`src/rtl/fifo_prog.sv`:
```
// fifo_prog: single-clock FIFO with programmable almost-full/almost-empty
// thresholds, an optional first-word-fall-through read port, and sticky
// overflow/underflow error flags.
//
// Ports:
//   clk          - clock; all state changes on the rising edge
//   rst          - synchronous active-high reset
//   data_in      - write data (WIDTH bits)
//   enq          - write request, accepted when not full
//   wrfull       - occupancy == DEPTH
//   almost_full  - occupancy >= AF_LEVEL
//   data_out     - read data (registered when FWFT=0, head-of-queue when FWFT=1)
//   deq          - read request, accepted when not empty
//   rdempty      - occupancy == 0
//   almost_empty - occupancy <= AE_LEVEL
//   count        - current occupancy, 0..DEPTH
//   overflow     - sticky: enq seen while full
//   underflow    - sticky: deq seen while empty
//   clr_err      - clears overflow/underflow (a same-cycle set wins)
module fifo_prog #(
  parameter int unsigned WIDTH    = 4,
  parameter int unsigned DEPTH    = 4,
  parameter int unsigned AF_LEVEL = DEPTH - 1,
  parameter int unsigned AE_LEVEL = 1,
  parameter int unsigned FWFT     = 0
) (
  input  logic                     clk,
  input  logic                     rst,
  input  logic [WIDTH-1:0]         data_in,
  input  logic                     enq,
  output logic                     wrfull,
  output logic                     almost_full,
  output logic [WIDTH-1:0]         data_out,
  input  logic                     deq,
  output logic                     rdempty,
  output logic                     almost_empty,
  output logic [$clog2(DEPTH):0]   count,
  output logic                     overflow,
  output logic                     underflow,
  input  logic                     clr_err
);

  localparam int unsigned PW = $clog2(DEPTH);
  localparam int unsigned CW = PW + 1;

  logic [WIDTH-1:0] mem_q [DEPTH];
  logic [PW-1:0]    wptr_q, wptr_d;
  logic [PW-1:0]    rptr_q, rptr_d;
  logic [CW-1:0]    count_q, count_d;
  logic             ovf_q, ovf_d;
  logic             unf_q, unf_d;
  logic             wr_acc;
  logic             rd_acc;
  logic             full;
  logic             empty;

  // Status flags depend only on the count register.
  assign full         = (count_q == CW'(DEPTH));
  assign empty        = (count_q == CW'(0));
  assign wrfull       = full;
  assign rdempty      = empty;
  assign almost_full  = (count_q >= CW'(AF_LEVEL));
  assign almost_empty = (count_q <= CW'(AE_LEVEL));
  assign count        = count_q;
  assign overflow     = ovf_q;
  assign underflow    = unf_q;

  // Next-state: accept/reject requests, advance pointers, track occupancy.
  always_comb begin
    wptr_d  = wptr_q;
    rptr_d  = rptr_q;
    count_d = count_q;
    ovf_d   = ovf_q;
    unf_d   = unf_q;
    wr_acc  = enq && !full;
    rd_acc  = deq && !empty;

    if (wr_acc) wptr_d = wptr_q + PW'(1);
    if (rd_acc) rptr_d = rptr_q + PW'(1);

    if (wr_acc && !rd_acc)      count_d = count_q + CW'(1);
    else if (rd_acc && !wr_acc) count_d = count_q - CW'(1);

    if (clr_err) begin
      ovf_d = 1'b0;
      unf_d = 1'b0;
    end
    // Sets override a same-cycle clear. A deq paired with an accepted write
    // on an empty FIFO is treated as a pass-through, not an underflow.
    if (enq && full)                        ovf_d = 1'b1;
    if (deq && empty && !wr_acc)            unf_d = 1'b1;
  end

  // Control state register.
  always_ff @(posedge clk) begin
    if (rst) begin
      wptr_q  <= '0;
      rptr_q  <= '0;
      count_q <= '0;
      ovf_q   <= 1'b0;
      unf_q   <= 1'b0;
    end else begin
      wptr_q  <= wptr_d;
      rptr_q  <= rptr_d;
      count_q <= count_d;
      ovf_q   <= ovf_d;
      unf_q   <= unf_d;
    end
  end

  // Storage array; contents are intentionally not reset.
  always_ff @(posedge clk) begin
    if (!rst && wr_acc) mem_q[wptr_q] <= data_in;
  end

  // Read port: registered on accepted read, or head-of-queue in FWFT mode.
  if (FWFT == 0) begin : g_reg_read
    logic [WIDTH-1:0] dout_q, dout_d;

    always_comb begin
      dout_d = dout_q;
      if (rd_acc) dout_d = mem_q[rptr_q];
    end

    always_ff @(posedge clk) begin
      if (rst) dout_q <= '0;
      else     dout_q <= dout_d;
    end

    assign data_out = dout_q;
  end else begin : g_fwft_read
    assign data_out = mem_q[rptr_q];
  end

endmodule

```
`config.mk`:
```
export PLATFORM = sky130hd
export DESIGN_NAME = fifo_prog
export DESIGN_NICKNAME = d
export VERILOG_FILES = /design/src/rtl/fifo_prog.sv
export SDC_FILE = /design/constraint.sdc
export NUM_CORES = 1
export LEC_CHECK = 0
export ABC_AREA = 0
export CAP_MARGIN = 10
export CORE_MARGIN = 3
export CORE_UTILIZATION = 25
export CTS_CLUSTER_SIZE = 28
export DETAILED_ROUTE_END_ITERATION = 10
export HOLD_SLACK_MARGIN = 0.05
export PLACE_DENSITY = 0.54
export SYNTH_ARGS = -nofsm -noshare
export SYNTH_HDL_FRONTEND = slang
export SYNTH_SLANG_ARGS = --single-unit
```
`constraint.sdc`:
```
create_clock -name clk -period 1.8 [get_ports clk]
set_clock_uncertainty 0.2 [all_clocks]
set_input_delay 0.27 -clock clk [delete_from_list [all_inputs] [get_ports clk]]
set_output_delay 0.27 -clock clk [all_outputs]
set_load 0.02 [all_outputs]
```
Word-level counts from Yosys, hierarchy flattened
Memories as Yosys holds them, arrays and structs flattened. A register that Yosys moved wholly into a read port is not among the register bits.
Cells that the tools add are included.
- memories: 1
- output and inout port bits: 13
- bits in writable memories: 16
- input port bits: 9
- logic and storage cells: 37
- bits in registers: 9
- memories (name ; words ; width ; rd ports ; clocked after memory_dff ; wr ports ; line ; text):
    mem_q ; 4 ; 4 ; 1 ; 1 ; 1 ; 46 ; logic [WIDTH-1:0] mem_q [DEPTH];
- $lt $le $gt $ge: 2
- eq/ne operators: 1
- mux-type cells: 7
- reductions and logical operators: 17
- $add $sub $neg: 4
- operators with widths (kind ; number):
    $logic_and A1 B1 Y1 ; 8
    $mux W3 ; 2
    $reduce_bool A2 Y1 ; 3
    $logic_not A1 Y1 ; 5
    $mux W1 ; 5
    $add A2 B1 Y2 const B ; 2
    $add A3 B1 Y3 const B ; 1
    $eq A3 B3 Y1 const B ; 1
    $ge A3 B2 Y1 const B ; 1
    $le A3 B1 Y1 const B ; 1
    $logic_not A3 Y1 ; 1
    $sub A3 B1 Y3 const B ; 1

Logic depth before layout (Yosys ltp)
- word-level depth: 7
- gate-level depth with buffers: 9
- gate-level depth less buffers: 8

Worst setup path after synthesis
Ideal clock, no wire load.
- path type: reg2reg
- start: reg count_q[0], in the netlist count[0]
- end: mem mem_q[0][0] (enable)
- path buffers: 0
- data arrival time: 1.569 ns
- setup time: 0.309 ns
- data required time: 1.291 ns
- cell stages (with the launch flop): 6
- clock period less this slack: 2.078 ns
- slack: -0.278 ns
- cells stage by stage: dfxtp_1 -> inv_1 -> ha_1 -> a21boi_1 -> nor2b_1 -> and2_1
- word-level cells in the longest chain between the ends: 6
- RTL lines (element ; line ; text):
    from (decl) ; 49 ; logic [CW-1:0] count_q, count_d;
    from (signal assigned) ; 105 ; count_q <= count_d;
    $eq A3 B3 Y1 ; 58 ; assign full = (count_q == CW'(DEPTH));
    $logic_not A1 Y1 ; 75 ; wr_acc = enq && !full;
    $logic_and A1 B1 Y1 ; 75 ;
    $logic_and A1 B1 Y1 ; 113 ; if (!rst && wr_acc) mem_q[wptr_q] <= data_in;
    $mux W1 ; 113 ;
    $mux W1 (implied by the code) ; 113 ;
    to (decl) ; 46 ;
Every way passes these cells.

Final worst setup path
- start: reg count_q[1], in the netlist count[1]
- end: out almost_empty
- word-level cells in the longest chain between the ends: 1
- RTL lines (element ; line ; text):
    $le A3 B1 Y1 ; 63 ; assign almost_empty = (count_q <= CW'(AE_LEVEL));
    to (decl) ; 36 ; output logic almost_empty,
Every way passes these cells.

==> results.toml <==
[global_routing]
overflow = 0
grt_max_degree = 14
grt_antenna_before_repair = 0
track_usage_pct = 10.0
grt_pass1_vias = 953
grt_pass1_wl_um = 4560

[die]
start_util_pct = 26.8
die_w_um = 78.6
die_area_um2 = 6180
dieHeight_um = 78.6
rows = 25
io_pins = 22
core_area_um2 = 4910

[synth]
yosys-top-cells-area = "edfxtp_1, dfxtp_1, ha_1"
synth_area_um2 = 1320
ys_seq_elements = 29
synth_edf_count = 16
seq_area_frac_synth_pct = 56.2
synth_top_family_by_area = "simple AND/OR/NAND/NOR gates"
dominantRegCellSynth = "edfxtp_1"
synth_fp_nets = 125
muxShareOfSynthArea_pct = 8.36
synthAdderAreaFrac_pct = 9.50
synthCells = 106
ys_async_sr_fraction_pct = 0
yosys.area_share.simple_pct = 10.3
postSynthAreaPerCell_um2 = 12.4
synth_largest_area_cell = "edfxtp_1"
yosys.cell_types.count = 28
synth_xor_area_share_pct = 1.99
synth.top_cell.area_share_pct = 36.5
yosysWarnings = 0
synth-compound-area-share_pct = 8.36

[finish]
utilization_pct = 37.9
stdcell_count = 215
area_growth_pct = 41.3
layout.nets = 166
drive_gt1_share_pct = 33.1
n_antenna_cell = 0
final_cell_area_um2 = 1860

[clocking]
clk_latency_ns = 0.28
cts_hold_buf = 0
root_buffer = "clkbuf_8"
cts_buffers = 5
clkSinkCount = 29
path_clk_slew_ns = 0.06
htree_levels = 2
cts_tree = "built"
cts_buffer_depth = 2

[drt]
via_per_inst = 4.23
drt_iter0_drc = 23
first_pass_iters = 4
routedWlPerCell_um = 13.0
routed_wl_um = 2790
via_count = 910
drc = 0
ant_nets = 0

[power]
p_total_mw = 2.65
leakagePower_nw = 0.702
pwr-share-comb_pct = 47.0
p_sw_uw = 938
pwr-share-clk_pct = 18.8
power_density_nw_per_um2 = 1420
irDropWorstVdd_uv = 317
sw_frac_of_total_pct = 35.5
p_int_mw = 1.71
pwr-share-seq_pct = 34.2

[sta]
worst_slack_ns = 0.0402
min_period_ns = 1.76
fin_crit_sh_pct = 97.8
final_hold_viol_count = 0
timing.setup.tns_ns = 0
holdWs_ns = 0.249
tightest_slew_ns = 0.321
drv_slew = 0
fmax_mhz = 568
setup_violations = 0
rsz0062_at_grt = "yes"
slew_headroom_pct = 78.6

[worst_hold_path]
holdCritPathClass = "reg -> reg"

[place]
dp_slack_ns = -0.212
dpl_cell_area_um2 = 1700
dp.final_hpwl_um = 2170
placed_cells = 206
routabilityCongestion = 0.810
port_buffers = 21

[setup_path]
path_class = "reg -> out"
critPathRequiredTime_ns = 1.33
start_kind = "register"
cp-end-kind = "primary output"
critical_path.max_fanout = 4
crit_arrival_ns = 1.29

[job]
maxCapViolCount = 0

[run_status]
status = "complete, no violations"
[layout by cell type, fill, tap and decap left out, drive strengths merged, types with 2 or more instances in the layout]
| cell | instances |
|---|---|
| dfxtp | 13 |
| xnor2 | 2 |
| clkbuf | 5 |
| buf | 20 |
| dlygate4sd2 | 3 |
| o21ai | 7 |
| nand2 | 2 |
| nand3 | 5 |
| mux2i | 2 |
| clkdlybuf4s50 | 14 |
| nor2 | 8 |
| inv | 8 |
| a21oi | 9 |
| edfxtp | 16 |
| ha | 10 |
| nor2b | 2 |
| and2 | 5 |
| mux4 | 4 |
| clkinv | 4 |
[critical path, stage by stage (launching register included)]
cell and delay (ns):
dfxtp_4 0.37, inv_2 0.05, buf_4 0.14, ha_2 0.17, a21oi_2 0.09, nor2_1 0.05, buf_4 0.15
[routing by layer]
metal | share of wire (%) | track usage, %
met4 | 2.1 | 6.29
met5 | 0 | 0
met3 | 2.3 | 2.75
met1 | 39 | 9.39
met2 | 57 | 18.8
[path summary, 6_finish.rpt]
kind | startpoint | end | slack, ns | cells past startpoint
hold reg to reg | underflow | underflow | 0.25 | 2
setup reg to reg | count[0] | rptr_q[1] | 0.05 | 7
setup / recovery | count[1] | almost_empty | 0.04 | 6
hold / removal | underflow | underflow | 0.25 | 2
[cell type report]
cell class	instances	area, um^2
timing repair buffer	37	312
clock inverter	3	12.5
clock buffer	5	68.8
tap	67	83.8
multi-input combinational	65	603
fill	474	3050
sequential	29	748
inverter	9	33.8
[flip-flops by register name, summed over array words and instances (netlist names)]
register,flops
mem_q,16
data_out,4
count,3
rptr_q,2
wptr_q,2
overflow,1
underflow,1
[power by group through the flow]
stage          sequential [mW]  combinational, mW  clock, mW
3_5_place_dp             0.913               1.15          0
6_report                 0.904               1.24      0.498
2_1_floorplan            0.961              0.620          0
4_1_cts                  0.899               1.14      0.507
3_3_place_gp             0.905               1.13          0
5_1_grt                  0.923               1.36      0.542
[cells by family after synthesis]
| group | Yosys count |
|---|---|
| fa+ha+maj | 10 |
| flops | 29 |
| simple gates | 26 |
| mux | 6 |
| compound gates | 20 |
| xor+xnor | 3 |
| buf+inv | 12 |
[timing repair]
action / CTS / global route
setup buffers: 1 / 0
setup endpoints to repair: 27 / 11
pin swaps: 1 / 4
resized for setup: 27 / 17
[synth_stat cells (all sizes together) (2+ instances only)]
library cell / n
edfxtp: 16
dfxtp: 13
ha: 10
a21oi: 9
inv: 8
nor2: 8
o21ai: 7
and2: 5
nand3: 5
mux4: 4
buf: 2
mux2i: 2
nand2: 2
nor2b: 2
xnor2: 2
Note: power is estimated with default switching activity, not from simulation.
